===== src/rtl/fog_demod_pkg.sv =====
// Shared constants and state encoding for the square-wave error demodulator.
package fog_demod_pkg;

  localparam int unsigned ADC_BIT_DEF = 16;
  localparam int unsigned ERR_BIT_DEF = 32;
  localparam int unsigned WAIT_BIT    = 32;
  localparam int unsigned AVG_BIT     = 4;
  localparam int unsigned STATE_BIT   = 3;

  typedef enum logic [STATE_BIT-1:0] {
    ST_IDLE   = 3'd0,
    ST_WAIT_H = 3'd1,
    ST_ACC_H  = 3'd2,
    ST_WAIT_L = 3'd3,
    ST_ACC_L  = 3'd4
  } demod_state_e;

endpackage


===== src/rtl/demod_half_acc.sv =====
// Saturating signed accumulator for one modulation half, with clear,
// enable and a flag recording that at least one sample was taken.
module demod_half_acc
  import fog_demod_pkg::*;
#(
  parameter int unsigned ADC_BIT = ADC_BIT_DEF,
  parameter int unsigned ERR_BIT = ERR_BIT_DEF
) (
  input  logic                      clk,
  input  logic                      rst_n,
  input  logic                      clr,
  input  logic                      en,
  input  logic signed [ADC_BIT-1:0] din,
  output logic signed [ERR_BIT-1:0] sum,
  output logic                      has_sample
);

  localparam logic signed [ERR_BIT-1:0] SUM_MAX = {1'b0, {(ERR_BIT-1){1'b1}}};
  localparam logic signed [ERR_BIT-1:0] SUM_MIN = {1'b1, {(ERR_BIT-1){1'b0}}};

  logic        [ERR_BIT:0]   sum_wide;
  logic signed [ERR_BIT-1:0] sum_sat;

  // One guard bit: overflow when the two top bits disagree.
  always_comb begin
    sum_wide = {sum[ERR_BIT-1], sum}
             + {{(ERR_BIT+1-ADC_BIT){din[ADC_BIT-1]}}, din};
    if (sum_wide[ERR_BIT] != sum_wide[ERR_BIT-1])
      sum_sat = sum_wide[ERR_BIT] ? SUM_MIN : SUM_MAX;
    else
      sum_sat = sum_wide[ERR_BIT-1:0];
  end

  always_ff @(posedge clk or negedge rst_n) begin
    if (!rst_n) begin
      sum        <= '0;
      has_sample <= 1'b0;
    end else if (clr) begin
      sum        <= '0;
      has_sample <= 1'b0;
    end else if (en) begin
      sum        <= sum_sat;
      has_sample <= 1'b1;
    end
  end

endmodule


===== src/rtl/err_demod_gen.sv =====
// Demodulates the photodetector signal: blanks the start of each modulation
// half, accumulates both halves and emits the scaled difference per period.
module err_demod_gen
  import fog_demod_pkg::*;
#(
  parameter int unsigned ADC_BIT = ADC_BIT_DEF,
  parameter int unsigned ERR_BIT = ERR_BIT_DEF
) (
  input  logic                      i_clk,
  input  logic                      i_rst_n,
  input  logic                      i_status,
  input  logic                      i_stepTrig,
  input  logic signed [ADC_BIT-1:0] i_adc,
  input  logic [WAIT_BIT-1:0]       i_wait_cnt,
  input  logic [AVG_BIT-1:0]        i_avg_sel,
  output logic signed [ERR_BIT-1:0] o_err,
  output logic                      o_err_valid,
  output logic [STATE_BIT-1:0]      o_state
);

  localparam logic signed [ERR_BIT-1:0] ERR_MAX = {1'b0, {(ERR_BIT-1){1'b1}}};
  localparam logic signed [ERR_BIT-1:0] ERR_MIN = {1'b1, {(ERR_BIT-1){1'b0}}};

  demod_state_e              state_q, state_cur, state_d;
  logic                      status_q, rise, fall;
  logic [WAIT_BIT-1:0]       blank_cnt_q, blank_cnt_d, idx_cur, idx_next;
  logic [WAIT_BIT-1:0]       wait_q, wait_cur;
  logic                      trig_act, acc_h, acc_l, has_h, has_l, err_load;
  logic signed [ERR_BIT-1:0] sum_h, sum_l, err_sat, err_shift;
  logic        [ERR_BIT:0]   diff_wide;

  // Not reset: it keeps tracking i_status while in reset, so a release in the
  // middle of a half is not mistaken for an edge.
  always_ff @(posedge i_clk) status_q <= i_status;

  assign rise     = i_status & ~status_q;
  assign fall     = ~i_status & status_q;
  assign trig_act = i_stepTrig && (state_q != ST_IDLE);
  assign err_load = trig_act && has_h && has_l;

  // The edge cycle is cycle 0 of the new half, so it is resolved
  // combinationally; state_q holds the state of every non-edge cycle.
  always_comb begin
    state_cur = state_q;
    wait_cur  = wait_q;
    idx_cur   = blank_cnt_q;
    if (rise) begin
      state_cur = (i_wait_cnt == '0) ? ST_ACC_H : ST_WAIT_H;
      wait_cur  = i_wait_cnt;
      idx_cur   = '0;
    end else if (fall && (state_q != ST_IDLE)) begin
      state_cur = (i_wait_cnt == '0) ? ST_ACC_L : ST_WAIT_L;
      wait_cur  = i_wait_cnt;
      idx_cur   = '0;
    end
  end

  always_comb begin
    state_d     = state_cur;
    blank_cnt_d = idx_cur;
    idx_next    = idx_cur + 1'b1;
    case (state_cur)
      ST_WAIT_H: begin
        blank_cnt_d = idx_next;
        if (idx_next >= wait_cur) state_d = ST_ACC_H;
      end
      ST_WAIT_L: begin
        blank_cnt_d = idx_next;
        if (idx_next >= wait_cur) state_d = ST_ACC_L;
      end
      default: ;
    endcase
  end

  assign acc_h = (state_cur == ST_ACC_H) && !i_stepTrig;
  assign acc_l = (state_cur == ST_ACC_L) && !i_stepTrig;

  demod_half_acc #(.ADC_BIT(ADC_BIT), .ERR_BIT(ERR_BIT)) u_acc_h (
    .clk        (i_clk),
    .rst_n      (i_rst_n),
    .clr        (i_stepTrig),
    .en         (acc_h),
    .din        (i_adc),
    .sum        (sum_h),
    .has_sample (has_h)
  );

  demod_half_acc #(.ADC_BIT(ADC_BIT), .ERR_BIT(ERR_BIT)) u_acc_l (
    .clk        (i_clk),
    .rst_n      (i_rst_n),
    .clr        (i_stepTrig),
    .en         (acc_l),
    .din        (i_adc),
    .sum        (sum_l),
    .has_sample (has_l)
  );

  always_comb begin
    diff_wide = {sum_h[ERR_BIT-1], sum_h} - {sum_l[ERR_BIT-1], sum_l};
    if (diff_wide[ERR_BIT] != diff_wide[ERR_BIT-1])
      err_sat = diff_wide[ERR_BIT] ? ERR_MIN : ERR_MAX;
    else
      err_sat = diff_wide[ERR_BIT-1:0];
    err_shift = err_sat >>> i_avg_sel;
  end

  always_ff @(posedge i_clk or negedge i_rst_n) begin
    if (!i_rst_n) begin
      state_q     <= ST_IDLE;
      blank_cnt_q <= '0;
      wait_q      <= '0;
      o_err       <= '0;
      o_err_valid <= 1'b0;
    end else begin
      state_q     <= state_d;
      blank_cnt_q <= blank_cnt_d;
      wait_q      <= wait_cur;
      o_err_valid <= err_load;
      if (err_load) o_err <= err_shift;
    end
  end

  assign o_state = state_q;

endmodule


===== config.mk =====
export PLATFORM = sky130hd
export DESIGN_NAME = err_demod_gen
export DESIGN_NICKNAME = d
export VERILOG_FILES = /design/src/rtl/fog_demod_pkg.sv /design/src/rtl/demod_half_acc.sv /design/src/rtl/err_demod_gen.sv
export SDC_FILE = /design/constraint.sdc
export NUM_CORES = 1
export LEC_CHECK = 0
export BUFFER_PORTS_ARGS = -buffer_cell sky130_fd_sc_hd__buf_2
export CAP_MARGIN = 20
export CELL_PAD_IN_SITES_DETAIL_PLACEMENT = 1
export CELL_PAD_IN_SITES_GLOBAL_PLACEMENT = 1
export CORE_MARGIN = 3
export CORE_UTILIZATION = 35
export DETAILED_ROUTE_END_ITERATION = 8
export PLACE_DENSITY = 0.69
export SYNTH_ARGS = -nofsm -noshare
export SYNTH_HDL_FRONTEND = slang
export SYNTH_SLANG_ARGS = --single-unit

===== constraint.sdc =====
create_clock -name i_clk -period 5.8 [get_ports i_clk]
set_input_delay 0.29 -clock i_clk [delete_from_list [all_inputs] [get_ports i_clk]]
set_output_delay 0.29 -clock i_clk [all_outputs]
set_load 0.05 [all_outputs]

; ---- Yosys cells after proc, flatten, opt, wreduce, memory -nomap -nowiden
; Cells that the tools add are included.
[classes]
add_sub_neg = 4
magnitude_cmp = 1
n_eq_ne = 7
shifts = 1
muxes = 26
bitwise = 4
n_reduce_logical = 12
[op_table]
columns = operator, n
row1 = $mux 32, 15
row2 = $add 32x16->33, 2
row3 = $sub 32x32->33, 1
row4 = $add 32x1->32 const B, 1
row5 = $ge 32x32->1, 1
row6 = $logic_not 32->1, 1
row7 = $sshr 32x4->32, 1
row8 = $mux 3, 5
row9 = $eq 3x2->1 const B, 2
row10 = $logic_and 1x1->1, 6
row11 = $pmux 3 s2, 1
row12 = $mux 1, 4
row13 = $reduce_bool 2->1, 2
row14 = $eq 3x1->1 const B, 1
row15 = $eq 3x3->1 const B, 1
row16 = $ne 1x1->1, 3
row17 = $reduce_bool 3->1, 1
row18 = $and 1x1->1, 2
row19 = $mux 2, 1
row20 = $not 1->1, 2
row21 = $reduce_or 2->1, 1
row22 = $logic_not 1->1, 1
[totals]
ff_bits = 167
inputBits = 56
output_inout_bits = 36
word_cells = 65

; ---- Longest topological paths before layout
[depth]
depth_word = 9
mapped_depth = 25
ltp_nobuf = 25

; ---- By module
; From an unflattened synthesis, not the netlist that was laid out.
[unflattened]
hier_cells = 1953
hier_area_um2 = 15808.9
[by_module_without_submodules]
columns = module, n_inst, cells_per_inst, area_each_um2, seq_area_each_um2
row1 = err_demod_gen, 1, 1219, 9808.2, 2522.4
row2 = demod_half_acc, 2, 367, 3000.4, 825.8

; ---- Worst setup path before layout
; OpenSTA, ideal clock, no wires.
[synth_timing]
kind = flip-flop to flip-flop
from = register state_q[1] (netlist: o_state[1])
to = register state_q[1] (netlist: o_state[1])
setup_ns = 0.079
t_arrival_ns = 4.786
required_time_ns = 5.721
path_slack_ns = 0.935
stages_incl_launch_ff = 26
n_path_buf = 0
period_less_slack_ns = 4.865
path_cell_list = dfrtp_1 > nor3_2 > nor2_1 > nor2_1 > and2_1 > ha_1 > nand3_1 > nor2_1 > and2_1 > nand4_2 > or4_4 > nor2_2 > nand3_2 > xor2_1 > nor2_1 > ha_1 > a21o_1 > a21o_1 > a21oi_1 > nor2b_1 > o21ai_0 > nand2b_1 > a21oi_1 > o31ai_1 > nand2_1 > xor2_1
[synth_via]
elab_chain_cells = 8
word_cells_on_any_way = 15
classes_between = add/sub (1) / order compare (1) / eq/ne (2) / mux (9) / reduce/logical (2)
[synth_lines]
columns = element, line_no
row1 = start: declaration, err_demod_gen.sv:24  ; demod_state_e state_q, state_cur, state_d;
row2 = start signal: assignment, err_demod_gen.sv:115  ; state_q <= state_d;
row3 = $reduce_bool 3->1, err_demod_gen.sv:51  ; end else if (fall && (state_q != ST_IDLE)) begin
row4 = $logic_and 1x1->1, err_demod_gen.sv:51
row5 = $mux 32, err_demod_gen.sv:51
row6 = $mux 32, err_demod_gen.sv:47  ; if (rise) begin
row7 = $add 32x1->32, err_demod_gen.sv:61  ; idx_next = idx_cur + 1'b1;
row8 = $ge 32x32->1, "err_demod_gen.sv:65, err_demod_gen.sv:69"
row9 = "$mux 3, on equally long branches", "err_demod_gen.sv:69, err_demod_gen.sv:65"
row10 = $pmux 3 s2 (*), err_demod_gen.sv:62  ; case (state_cur)
row11 = named net state_d[1], err_demod_gen.sv:24
; The timed path passes the listed nets; every way through them passes the cells marked *.
; A chain may end at the register's enable or synchronous reset.

; ---- Worst setup path after layout
; Same ends and word-level chain as after synthesis.

==> results.yml <==
timing:
  rsz0062_at_grt: "false"
  clock_skew_ns: 0.0138
  relSlewSlack_pct: 27.9
  setup_viol: 0
  drv_slew: 0
  fmax_mhz: 191
  hold_viol: 0
  worstMarginPinSlew_ns: 1.05
  fin_ws_ns: 0.552
  finalCriticalPeriod_ns: 5.25
  period_share_pct: 90.5
  fin_setup_tns_ns: 0
status:
  status: "finished clean"
die:
  die_h_um: 213
  fp.dieArea_mm2: 0.0453
  die_x_um: 213
  rows: 75
  core_mm2: 0.0421
  initial_core_util_pct: 35.5
  io_pins: 92
route:
  drt_iter0_drc: 724
  wirelength_mm: 45.7
  wl_per_cell_um: 19.4
  drc_errors: 0
  via_count: 13500
  drtAntennaViolNets: 0
  first_pass_iters: 5
  via_per_inst: 5.73
placement:
  io_buffers: 91
  dp_hpwl_mm: 35.0
  finalWeightedCongestion: 0.845
  dp_cells: 2316
  place_ws_ns: 0.621
synth:
  avgSynthCellArea_um2: 8.54
  synthCells: 1753
  synth_edf_count: 0
  synth_commonest_cells: "nand2_1 (177), dfrtp_1 (166), nor2_1 (150)"
  yosysSeqAreaShare_pct: 27.9
  ys_ff_latch: 167
  yosysTopAreaCellShare_pct: 27.7
  ys.flop_type: "dfrtp_1"
  synth-async-reset-ratio_pct: 99.4
  yosysUniqueCellTypes: 99
  synth_warnings: 0
  yosysTopAreaCell: "dfrtp_1"
  synth_most_common_cell: "nand2_1"
  synthTopCellsByArea: "dfrtp_1 (28%), ha_1 (11%), nand2_1 (4.4%)"
  synth_nets: 1941
  synth_area_mm2: 0.0150
critical_path:
  cp-start-kind: "register"
  end_kind: "register"
  path_class: "reg2reg"
  reg2reg_slack_ns: 0.55
  crit_required_ns: 6.18
  cp_max_fo: 8
  reg2reg_to: "o_state[1]$_DFF_PN0_"
  cp.arrival_ns: 5.63
  r2r_cells: 25
  r2r_start: "o_state[1]$_DFF_PN0_"
worst_hold_path:
  holdCritStartpoint: "i_wait_cnt[19]"
  worstHoldPathCells: 3
  min_to: "wait_q[19]$_DFF_PN0_"
  worstHoldPathType: "in2reg"
layout:
  drive_gt1_share_pct: 11.5
  syn2layout_area_growth_pct: 10.5
  instances_no_fill: 2351
  nets: 1987
  antenna_cells: 0
clock_network:
  clk_latency_ns: 0.47
  cts_tree: "yes"
  clock-sinks: 167
  h-tree-depth: 4
  clk_pin_slew_worst_paths_ns: 0.07
  cts_made_buffers: 17
  clockBufferDepth: 2
  post_cts_resized: 0
  cts-root-buf: "clkbuf_16"
grt:
  grt_antenna_before_repair: 1
  gr-total-overflow: 0
  grt_pass1_wl_mm: 74.9
  grt_usage_pct: 20.5
  grt_max_degree: 78
  grt_pass1_vias: 14200
power:
  leakage_nw: 8.16
  p_per_area_mw_per_mm2: 238
  ir_drop_mv: 0.183
job:
  max_cap_violations: 0
[cell families after synthesis]
group	Yosys count	synth area share (%)
DFF	167	27.9
xor gates and xnor gates	130	7.65
adders and majority gates	132	11.2
and+or+nand+nor	535	17.0
AOI/OAI and AO/OA	542	26.0
buffers and inverters	168	4.44
muxes	79	5.85
[worst max-delay path: stages (launching register included)]
cell	delay, ns
dfrtp_1	0.47
nor3_2	0.36
nor2_1	0.09
nor2_1	0.15
and2_1	0.22
ha_1	0.22
nand3_1	0.15
nor2_1	0.23
and2_1	0.29
nand4_2	0.20
or4_4	0.58
nor2_2	0.21
nand3_2	0.13
xor2_1	0.15
nor2_1	0.06
ha_1	0.30
a21o_1	0.16
a21o_1	0.17
a21oi_1	0.15
nor2b_1	0.06
o21ai_0	0.14
nand2b_1	0.07
a21oi_1	0.14
o31ai_1	0.14
nand2_1	0.13
xor2_1	0.19
[how the worst max path moves through the flow]
stage / from / end / slack, ns / cells after the start
2_1_floorplan: o_state[1]$_DFF_PN0_ / o_state[1]$_DFF_PN0_ / 0.93 / 25
3_3_place_gp: o_state[1]$_DFF_PN0_ / o_state[2]$_DFF_PN0_ / 0.77 / 25
3_5_place_dp: o_state[1]$_DFF_PN0_ / o_state[2]$_DFF_PN0_ / 0.62 / 25
4_1_cts: o_state[1]$_DFF_PN0_ / o_state[1]$_DFF_PN0_ / 0.58 / 25
5_1_grt: o_state[1]$_DFF_PN0_ / o_state[2]$_DFF_PN0_ / 0.06 / 25
6_report: o_state[1]$_DFF_PN0_ / o_state[1]$_DFF_PN0_ / 0.55 / 25
[cell type report]
class	count	area (µm²)
clock inverter	15	173
clock buffer	17	425
tap	539	674
timing repair buffer	106	596
fill	4934	25600
inverter	89	334
multi-input combinational	1418	10200
sequential	167	4170
[flip-flops by register name, summed over array words and instances (netlist names)]
signal              count
o_err                  32
wait_q                 32
u_acc_l.has_sample      1
o_state                 3
status_q                1
u_acc_h.has_sample      1
u_acc_l.sum            32
blank_cnt_q            32
u_acc_h.sum            32
o_err_valid             1
[timing repair]
| action | 4_1_cts | 5_1_grt |
|---|---|---|
| hold buffers | 2 | 0 |
| hold endpoints to repair | 50 | 0 |
| buffers inserted | 0 | 0 |
[report_power, final]
group          internal, W  total (W)  switching, W
sequential         0.00122    0.00125     0.0000330
clock             0.000643    0.00120      0.000558
combinational     0.000561    0.00149      0.000925
[layout by cell type, fill, tap and decap left out, types with 8 or more instances in the layout]
master,instances
o31ai_1,8
or3_1,20
nor2b_1,11
mux2i_1,61
buf_4,11
and3_1,15
mux2_2,11
a21o_1,66
clkbuf_16,17
o211ai_1,22
nor3_1,23
xnor2_1,61
nor2_1,149
a211oi_1,26
nand3_1,35
nand4_1,22
buf_2,90
xor2_1,68
o21bai_1,9
o21a_1,18
and2_1,14
nand2_1,177
inv_1,89
a21oi_1,117
ha_1,129
a31oi_1,13
dfrtp_1,166
a211o_1,8
nand2b_1,24
o21ai_0,84
a221o_1,37
nor4_1,9
a22oi_1,32
[stage by stage]
step                      power, W  instance area [µm²]  utilization [%]  hold WS [ns]
final                      0.00394                16500             39.3        0.0848
after global routing       0.00420                16500             39.3        0.0882
after CTS                  0.00398                16500             39.2        0.0627
after detailed placement   0.00275                15900             37.8         0.286
after global placement     0.00272                15900             37.8         0.281
after floorplan            0.00235                15000                -      -0.00559
[metal layers]
layer	GRT usage (%)	share of wire [%]	vias up
li1	-	-	6544
met1	25.1	44	6724
met2	36.8	51	142
met3	2.95	2.1	61
met4	6.63	2.6	2
met5	0	0.028	-
(Power assumes the default switching activity.)
